### src/rtl/fcpu_pkg.sv
// fcpu_pkg -- shared types and constants for the commit stage.
//   DATA_W / REG_ADDR_W / RSV_ID_W / OPC_W : datapath, register-address,
//                                            station-id and opcode widths
//   OPC_*          : opcode encodings seen at the ROB head
//   commit_state_t : commit FSM state encoding
//   station_t      : ROB head entry presented to the commit unit
//   branch_target  : redirect address recovered from a branch entry's content
package fcpu_pkg;

  localparam int DATA_W     = 32;
  localparam int REG_ADDR_W = 5;
  localparam int RSV_ID_W   = 4;
  localparam int OPC_W      = 4;

  localparam logic [OPC_W-1:0] OPC_ALU    = 4'd0;
  localparam logic [OPC_W-1:0] OPC_LOAD   = 4'd1;
  localparam logic [OPC_W-1:0] OPC_STORE  = 4'd2;
  localparam logic [OPC_W-1:0] OPC_BRANCH = 4'd3;
  localparam logic [OPC_W-1:0] OPC_HALT   = 4'd4;

  typedef enum logic [1:0] {
    IDLE       = 2'd0,
    STORE_WAIT = 2'd1,
    FLUSH      = 2'd2,
    HALT       = 2'd3
  } commit_state_t;

  typedef struct packed {
    logic [RSV_ID_W-1:0]   station_id;
    logic                  valid;
    logic                  ready;
    logic [REG_ADDR_W-1:0] dst_reg;
    logic [OPC_W-1:0]      opcode;
    logic [DATA_W-1:0]     content;
  } station_t;

  // A branch entry carries its resolved target with bit 0 reused as the
  // mispredict flag, so the target is the content with bit 0 cleared.
  function automatic logic [DATA_W-1:0] branch_target(input logic [DATA_W-1:0] c);
    return {c[DATA_W-1:1], 1'b0};
  endfunction

endpackage

### src/rtl/commit_unit.sv
// commit_unit -- retires the ROB head entry.
//   clk, rst                 : clock, synchronous active-high reset
//   i_valid / i_ready        : commit handshake with the ROB head
//   i_commit_data            : head entry (station_t)
//   rf_we/rf_addr/rf_data/rf_rsv_id : registered architectural register write
//   st_valid/st_rsv_id/st_ready     : store release handshake to store buffer
//   clear/redirect_valid/redirect_pc: one-cycle mispredict flush and redirect
//   o_halted                 : high while halted (left only via rst)
// Optional feature macro COMMIT_PERF_EN adds 64-bit counters o_instret
// (accepts) and o_stall_cycles (cycles with i_valid high and i_ready low).
module commit_unit
  import fcpu_pkg::*;
(
  input  logic                  clk,
  input  logic                  rst,
  input  logic                  i_valid,
  output logic                  i_ready,
  input  station_t              i_commit_data,
  output logic                  rf_we,
  output logic [REG_ADDR_W-1:0] rf_addr,
  output logic [DATA_W-1:0]     rf_data,
  output logic [RSV_ID_W-1:0]   rf_rsv_id,
  output logic                  st_valid,
  output logic [RSV_ID_W-1:0]   st_rsv_id,
  input  logic                  st_ready,
  output logic                  clear,
  output logic                  redirect_valid,
  output logic [DATA_W-1:0]     redirect_pc,
`ifdef COMMIT_PERF_EN
  output logic [63:0]           o_instret,
  output logic [63:0]           o_stall_cycles,
`endif
  output logic                  o_halted
);

  commit_state_t state_p0, state_nxt;

  logic accept;
  logic is_store, is_halt, is_branch, mispredict, do_wr;

  logic                  rf_we_p1;
  logic [REG_ADDR_W-1:0] rf_addr_p1;
  logic [DATA_W-1:0]     rf_data_p1;
  logic [RSV_ID_W-1:0]   rf_rsv_id_p1;
  logic [RSV_ID_W-1:0]   st_rsv_id_p1;
  logic [DATA_W-1:0]     redirect_pc_p1;

  // The entry's own valid/ready flags are not used for commit decisions.
  logic unused_entry_flags;
  assign unused_entry_flags = ^{i_commit_data.valid, i_commit_data.ready};

  // Entry decode (only meaningful when accept is high)
  assign is_store   = (i_commit_data.opcode == OPC_STORE);
  assign is_halt    = (i_commit_data.opcode == OPC_HALT);
  assign is_branch  = (i_commit_data.opcode == OPC_BRANCH);
  assign mispredict = is_branch & i_commit_data.content[0];
  // A mispredicted branch still writes its link register, if any.
  assign do_wr      = accept & ~is_store & ~is_halt & (i_commit_data.dst_reg != '0);

  always_comb begin
    state_nxt      = state_p0;
    accept         = 1'b0;
    i_ready        = 1'b0;
    st_valid       = 1'b0;
    clear          = 1'b0;
    redirect_valid = 1'b0;
    o_halted       = 1'b0;
    case (state_p0)
      IDLE: begin
        i_ready = 1'b1;
        accept  = i_valid;
        if (accept) begin
          if (is_store)        state_nxt = STORE_WAIT;
          else if (is_halt)    state_nxt = HALT;
          else if (mispredict) state_nxt = FLUSH;
        end
      end
      STORE_WAIT: begin
        st_valid = 1'b1;
        if (st_ready) state_nxt = IDLE;
      end
      FLUSH: begin
        clear          = 1'b1;
        redirect_valid = 1'b1;
        state_nxt      = IDLE;
      end
      HALT: begin
        o_halted = 1'b1;
      end
      default: state_nxt = IDLE;
    endcase
  end

  // ---- stage p0 -> p1: state and registered commit outputs ----
  always_ff @(posedge clk) begin
    if (rst) begin
      state_p0       <= IDLE;
      rf_we_p1       <= 1'b0;
      rf_addr_p1     <= '0;
      rf_data_p1     <= '0;
      rf_rsv_id_p1   <= '0;
      st_rsv_id_p1   <= '0;
      redirect_pc_p1 <= '0;
    end else begin
      state_p0 <= state_nxt;
      rf_we_p1 <= do_wr;
      if (do_wr) begin
        rf_addr_p1   <= i_commit_data.dst_reg;
        rf_data_p1   <= i_commit_data.content;
        rf_rsv_id_p1 <= i_commit_data.station_id;
      end
      if (accept & is_store)
        st_rsv_id_p1 <= i_commit_data.station_id;
      if (accept & mispredict)
        redirect_pc_p1 <= branch_target(i_commit_data.content);
    end
  end

  assign rf_we       = rf_we_p1;
  assign rf_addr     = rf_addr_p1;
  assign rf_data     = rf_data_p1;
  assign rf_rsv_id   = rf_rsv_id_p1;
  assign st_rsv_id   = st_rsv_id_p1;
  assign redirect_pc = redirect_pc_p1;

`ifdef COMMIT_PERF_EN
  logic [63:0] instret_p1;
  logic [63:0] stall_p1;

  always_ff @(posedge clk) begin
    if (rst) begin
      instret_p1 <= '0;
      stall_p1   <= '0;
    end else begin
      if (accept)              instret_p1 <= instret_p1 + 64'd1;
      if (i_valid & ~i_ready)  stall_p1   <= stall_p1 + 64'd1;
    end
  end

  assign o_instret      = instret_p1;
  assign o_stall_cycles = stall_p1;
`endif

endmodule

### config.mk
export PLATFORM = sky130hd
export DESIGN_NAME = commit_unit
export DESIGN_NICKNAME = d
export VERILOG_FILES = /design/src/rtl/fcpu_pkg.sv /design/src/rtl/commit_unit.sv
export SDC_FILE = /design/constraint.sdc
export NUM_CORES = 1
export LEC_CHECK = 0
export CORE_MARGIN = 2
export CORE_UTILIZATION = 48
export CTS_BUF_LIST = sky130_fd_sc_hd__clkbuf_8
export DETAILED_ROUTE_END_ITERATION = 7
export GPL_TIMING_DRIVEN = 0
export PLACE_DENSITY = 0.94
export SLEW_MARGIN = 25
export SYNTH_ARGS = -nofsm -noshare
export SYNTH_HDL_FRONTEND = slang
export SYNTH_SLANG_ARGS = --single-unit
### constraint.sdc
create_clock -name clk -period 5 [get_ports clk]
set_input_delay 0.75 -clock clk [delete_from_list [all_inputs] [get_ports clk]]
set_output_delay 0.75 -clock clk [all_outputs]
set_load 0.02 [all_outputs]
==> impl_metrics.toml <==
[outcome]
outcome = "complete, no violations"

[clock_network]
cts-root-buf = "sky130_fd_sc_hd__clkbuf_8"
clk_latency_ns = 0.34
cts_htree_levels = 3
post-cts-setup-buffers = 0
cts_inserted_buffers = 9
clock-sinks = 79
tritoncts = "done"
cts_resized = 0
clock_path_buffers = 2
holdBufCountCts = 0
path_clk_slew_ns = 0.08

[synth]
synth_top_family_by_area = "simple AND/OR/NAND/NOR gates"
synth-compound-area-share_pct = 6.837
synthesis.nets = 420
ys_warn_count = 0
mux_contribution_to_synthesized_area_pct = 13.52
portion_of_the_post_synthesis_area_used_by_sequential_elements_pct = 47.48
synthesis.area_per_instance_sq_um = 9.150
synth_area_sq_um = 3331
synth-xor-area-share_pct = 0
postSynthCellCount = 364
synth_cell_types = 25
number_of_storage_elements_in_the_synthesis_netlist = 79
synthAdderAreaFrac_pct = 1.878
post_synth_and_or_nand_nor_area_fraction_pct = 25.81

[floorplanning]
initial_core_util_pct = 49.30
dieArea_sq_um = 7621
die_w_microns = 87.30
core_area_sq_um = 6756
rows = 30
floorplan.io_pins = 134
die_height_microns = 87.30

[global_routing]
gr-total-overflow = 0
grt_max_degree = 14
grt_first_pass_wirelength_mm = 13.79
first_global_vias = 3043
globalRouteTotalUtil_pct = 22.88
grt_antenna_before_repair = 0

[finish]
layout.cells.most_common = "sky130_fd_sc_hd__clkdlybuf4s50_1"
final_cell_mix = "129 x sky130_fd_sc_hd__clkdlybuf4s50_1, 82 x sky130_fd_sc_hd__nand2b_1, 79 x sky130_fd_sc_hd__dfxtp_1, 65 x sky130_fd_sc_hd__nand2_1, 45 x sky130_fd_sc_hd__mux2i_1"
final_cell_count_no_fill = 589
antenna-diode-count = 0
drive_above_1_share_pct = 5.697
num-fill-cells = 538
finalNetCount = 560
syn_to_final_growth_pct = 47.41

[worst_setup_path]
cp.required_ns = 4.25
worstSetupStartpointType = "register"
r2r_start = "state_p0[1]$_SDFFE_PP0P_"
r2r_path_end = "redirect_pc[23]$_SDFFE_PP0P_"
cpPeakStageDelay_ns = 0.52
endpoint_kind = "output port"
number_of_cells_on_the_worst_reg_to_reg_path = 8
cp_slowest_cell = "sky130_fd_sc_hd__clkdlybuf4s50_1"
list_of_cells_traversed_by_the_critical_path = "inv_1, ha_1, buf_4, clkdlybuf4s50_1"
critical_path.n_buffers_inverters = 3
regToRegSetupSlack_ns = 2.78
critPathKind = "register to output port"
worst_path_arrival_ns = 1.70
crit_path_max_fanout = 5
critical_path.top_delay_family = "buffers and inverters"

[sta]
setup_total_negative_slack_ns = 0
post-route-period-util_pct = 48.98
finalHoldViolations = 0
slew_viol_final = 0
fmaxAchievable_mhz = 408.3
setup_repair_after_global_routing_missed_its_margin = "false"
worstMarginPinSlew_ns = 0.6830
slew_headroom_pct = 54.05
clock-skew-final_ns = 0.01414
timing.final.crit_period_ns = 2.449
finalSetupViolCount = 0

[placed_design]
routabilityCongestion = 0.7511
place_inst = 573
portBuffers = 129
placed_wire_length_estimate_mm = 6.533

[routing]
drcViolationCount = 0
wl_per_cell_microns = 14.88
route.vias.total = 2950
drt-vias-per-instance = 5.008
first_iter_violations = 95
detail_route.first_pass.iterations = 4
postRouteAntennaNets = 0
drt_wl_total_mm = 8.767

[min_path]
hold-path-endpoint = "redirect_pc[31]$_SDFFE_PP0P_"
worstHoldStart = "redirect_pc[31]$_SDFFE_PP0P_"
hold_path_depth = 2
worstHoldPathType = "register to register"

[job]
maxCapViolCount = 0

[pwr]
power.static_leakage_nw = 1.851
max-vdd-ir-drop_v = 0.0002326
power.density_cell_area_nw_per_um2 = 324.4
[logic make-up (layout without fill, tap and decap cells)]
kind of cell               after synthesis  count (layout)
other                                    1               1
AOI/OAI and AO/OA                       41              41
muxes                                   45              45
buffers and inverters                   31             176
adders and majority gates                5               5
DFF                                     79              79
and+or+nand+nor                        162             162
[per-stage QoR]
stage          power (W)  utilization, %  area (sq um)  hold WS (ns)  worst slack, ns
3_3_place_gp    0.001141           69.89          4722        0.4425            2.242
5_1_grt         0.001664           72.67          4910        0.4807            2.312
3_5_place_dp    0.001154           69.89          4722        0.4488            2.212
6_report        0.001593           72.67          4910        0.4603            2.551
4_1_cts         0.001605           72.67          4910        0.4606            2.530
2_1_floorplan  0.0009593               -          3331        0.4998            3.000
[cells in the mapped netlist]
| cell type | count | share of area [%] |
|---|---|---|
| sky130_fd_sc_hd__nor2b_1 | 1 | 0.19 |
| sky130_fd_sc_hd__nor4_1 | 2 | 0.38 |
| sky130_fd_sc_hd__or4_4 | 1 | 0.34 |
| sky130_fd_sc_hd__nand2_1 | 65 | 7.3 |
| sky130_fd_sc_hd__o31ai_1 | 3 | 0.68 |
| sky130_fd_sc_hd__dfxtp_1 | 79 | 47 |
| sky130_fd_sc_hd__mux2i_1 | 45 | 14 |
| sky130_fd_sc_hd__buf_2 | 5 | 0.75 |
| sky130_fd_sc_hd__clkbuf_1 | 18 | 2.0 |
| sky130_fd_sc_hd__nor2_4 | 1 | 0.34 |
| sky130_fd_sc_hd__or4_1 | 2 | 0.45 |
| sky130_fd_sc_hd__nor2_1 | 5 | 0.56 |
| sky130_fd_sc_hd__a2111oi_0 | 1 | 0.26 |
| sky130_fd_sc_hd__nand2b_1 | 82 | 15 |
| sky130_fd_sc_hd__inv_1 | 4 | 0.45 |
| sky130_fd_sc_hd__or3b_2 | 2 | 0.53 |
| sky130_fd_sc_hd__buf_4 | 2 | 0.45 |
| sky130_fd_sc_hd__nor3_2 | 1 | 0.30 |
| sky130_fd_sc_hd__a21oi_1 | 34 | 5.1 |
| sky130_fd_sc_hd__a211oi_2 | 1 | 0.38 |
| sky130_fd_sc_hd__ha_1 | 5 | 1.9 |
| sky130_fd_sc_hd__buf_6 | 2 | 0.68 |
| sky130_fd_sc_hd__conb_1 | 1 | 0.11 |
| sky130_fd_sc_hd__o22ai_1 | 1 | 0.19 |
| sky130_fd_sc_hd__a211oi_1 | 1 | 0.23 |
[sequential cells by signal, indices dropped and copies added, names as in the netlist]
signal,cells
rf_data,32
redirect_pc,31
rf_addr,5
rf_rsv_id,4
st_rsv_id,4
state_p0,2
rf_we,1
[where the power goes]
group          switching [W]  internal (W)  leakage (nW)  total, W
combinational       0.000209      0.000218          1.11  0.000427
sequential         0.0000306      0.000680         0.644  0.000711
clock               0.000228      0.000227         0.102  0.000455
[routing by layer]
metal / GRT usage (%) / wire length [microns] / vias up
met5: 0 / 0 / -
met4: 5.874 / 106 / 0
met3: 6.825 / 509 / 10
met2: 42.01 / 4540 / 89
met1: 25.59 / 3611 / 1391
li1: - / - / 1460
[tightest hold or removal path: stages (launching register included)]
cell and delay, ns:
sky130_fd_sc_hd__dfxtp_1 0.32, sky130_fd_sc_hd__nand2_1 0.05, sky130_fd_sc_hd__a21oi_1 0.05
[worst max path at each step]
stage,start,to,depth (start not counted)
2_1_floorplan,i_commit_data[36],rf_data[10]$_SDFFE_PP0P_,6
3_3_place_gp,i_valid,redirect_pc[22]$_SDFFE_PP0P_,6
3_5_place_dp,i_valid,redirect_pc[23]$_SDFFE_PP0P_,6
4_1_cts,state_p0[0]$_SDFFE_PP0P_,redirect_valid,4
5_1_grt,i_valid,redirect_pc[27]$_SDFFE_PP0P_,6
6_report,state_p0[0]$_SDFFE_PP0P_,redirect_valid,4
[final cells by class]
type,count,area [sq um],share of cell area (%)
plain buffers,27,130.1,2.650
clock buffers,9,123.9,2.523
clock inverters,7,63.81,1.300
inverters,4,15.01,0.3058
multi-input cells,254,1604,32.67
flip-flops and latches,79,1582,32.21
well taps,80,100.1,2.039
repair buffers,129,1291,26.30
(Power assumes the default switching activity.)
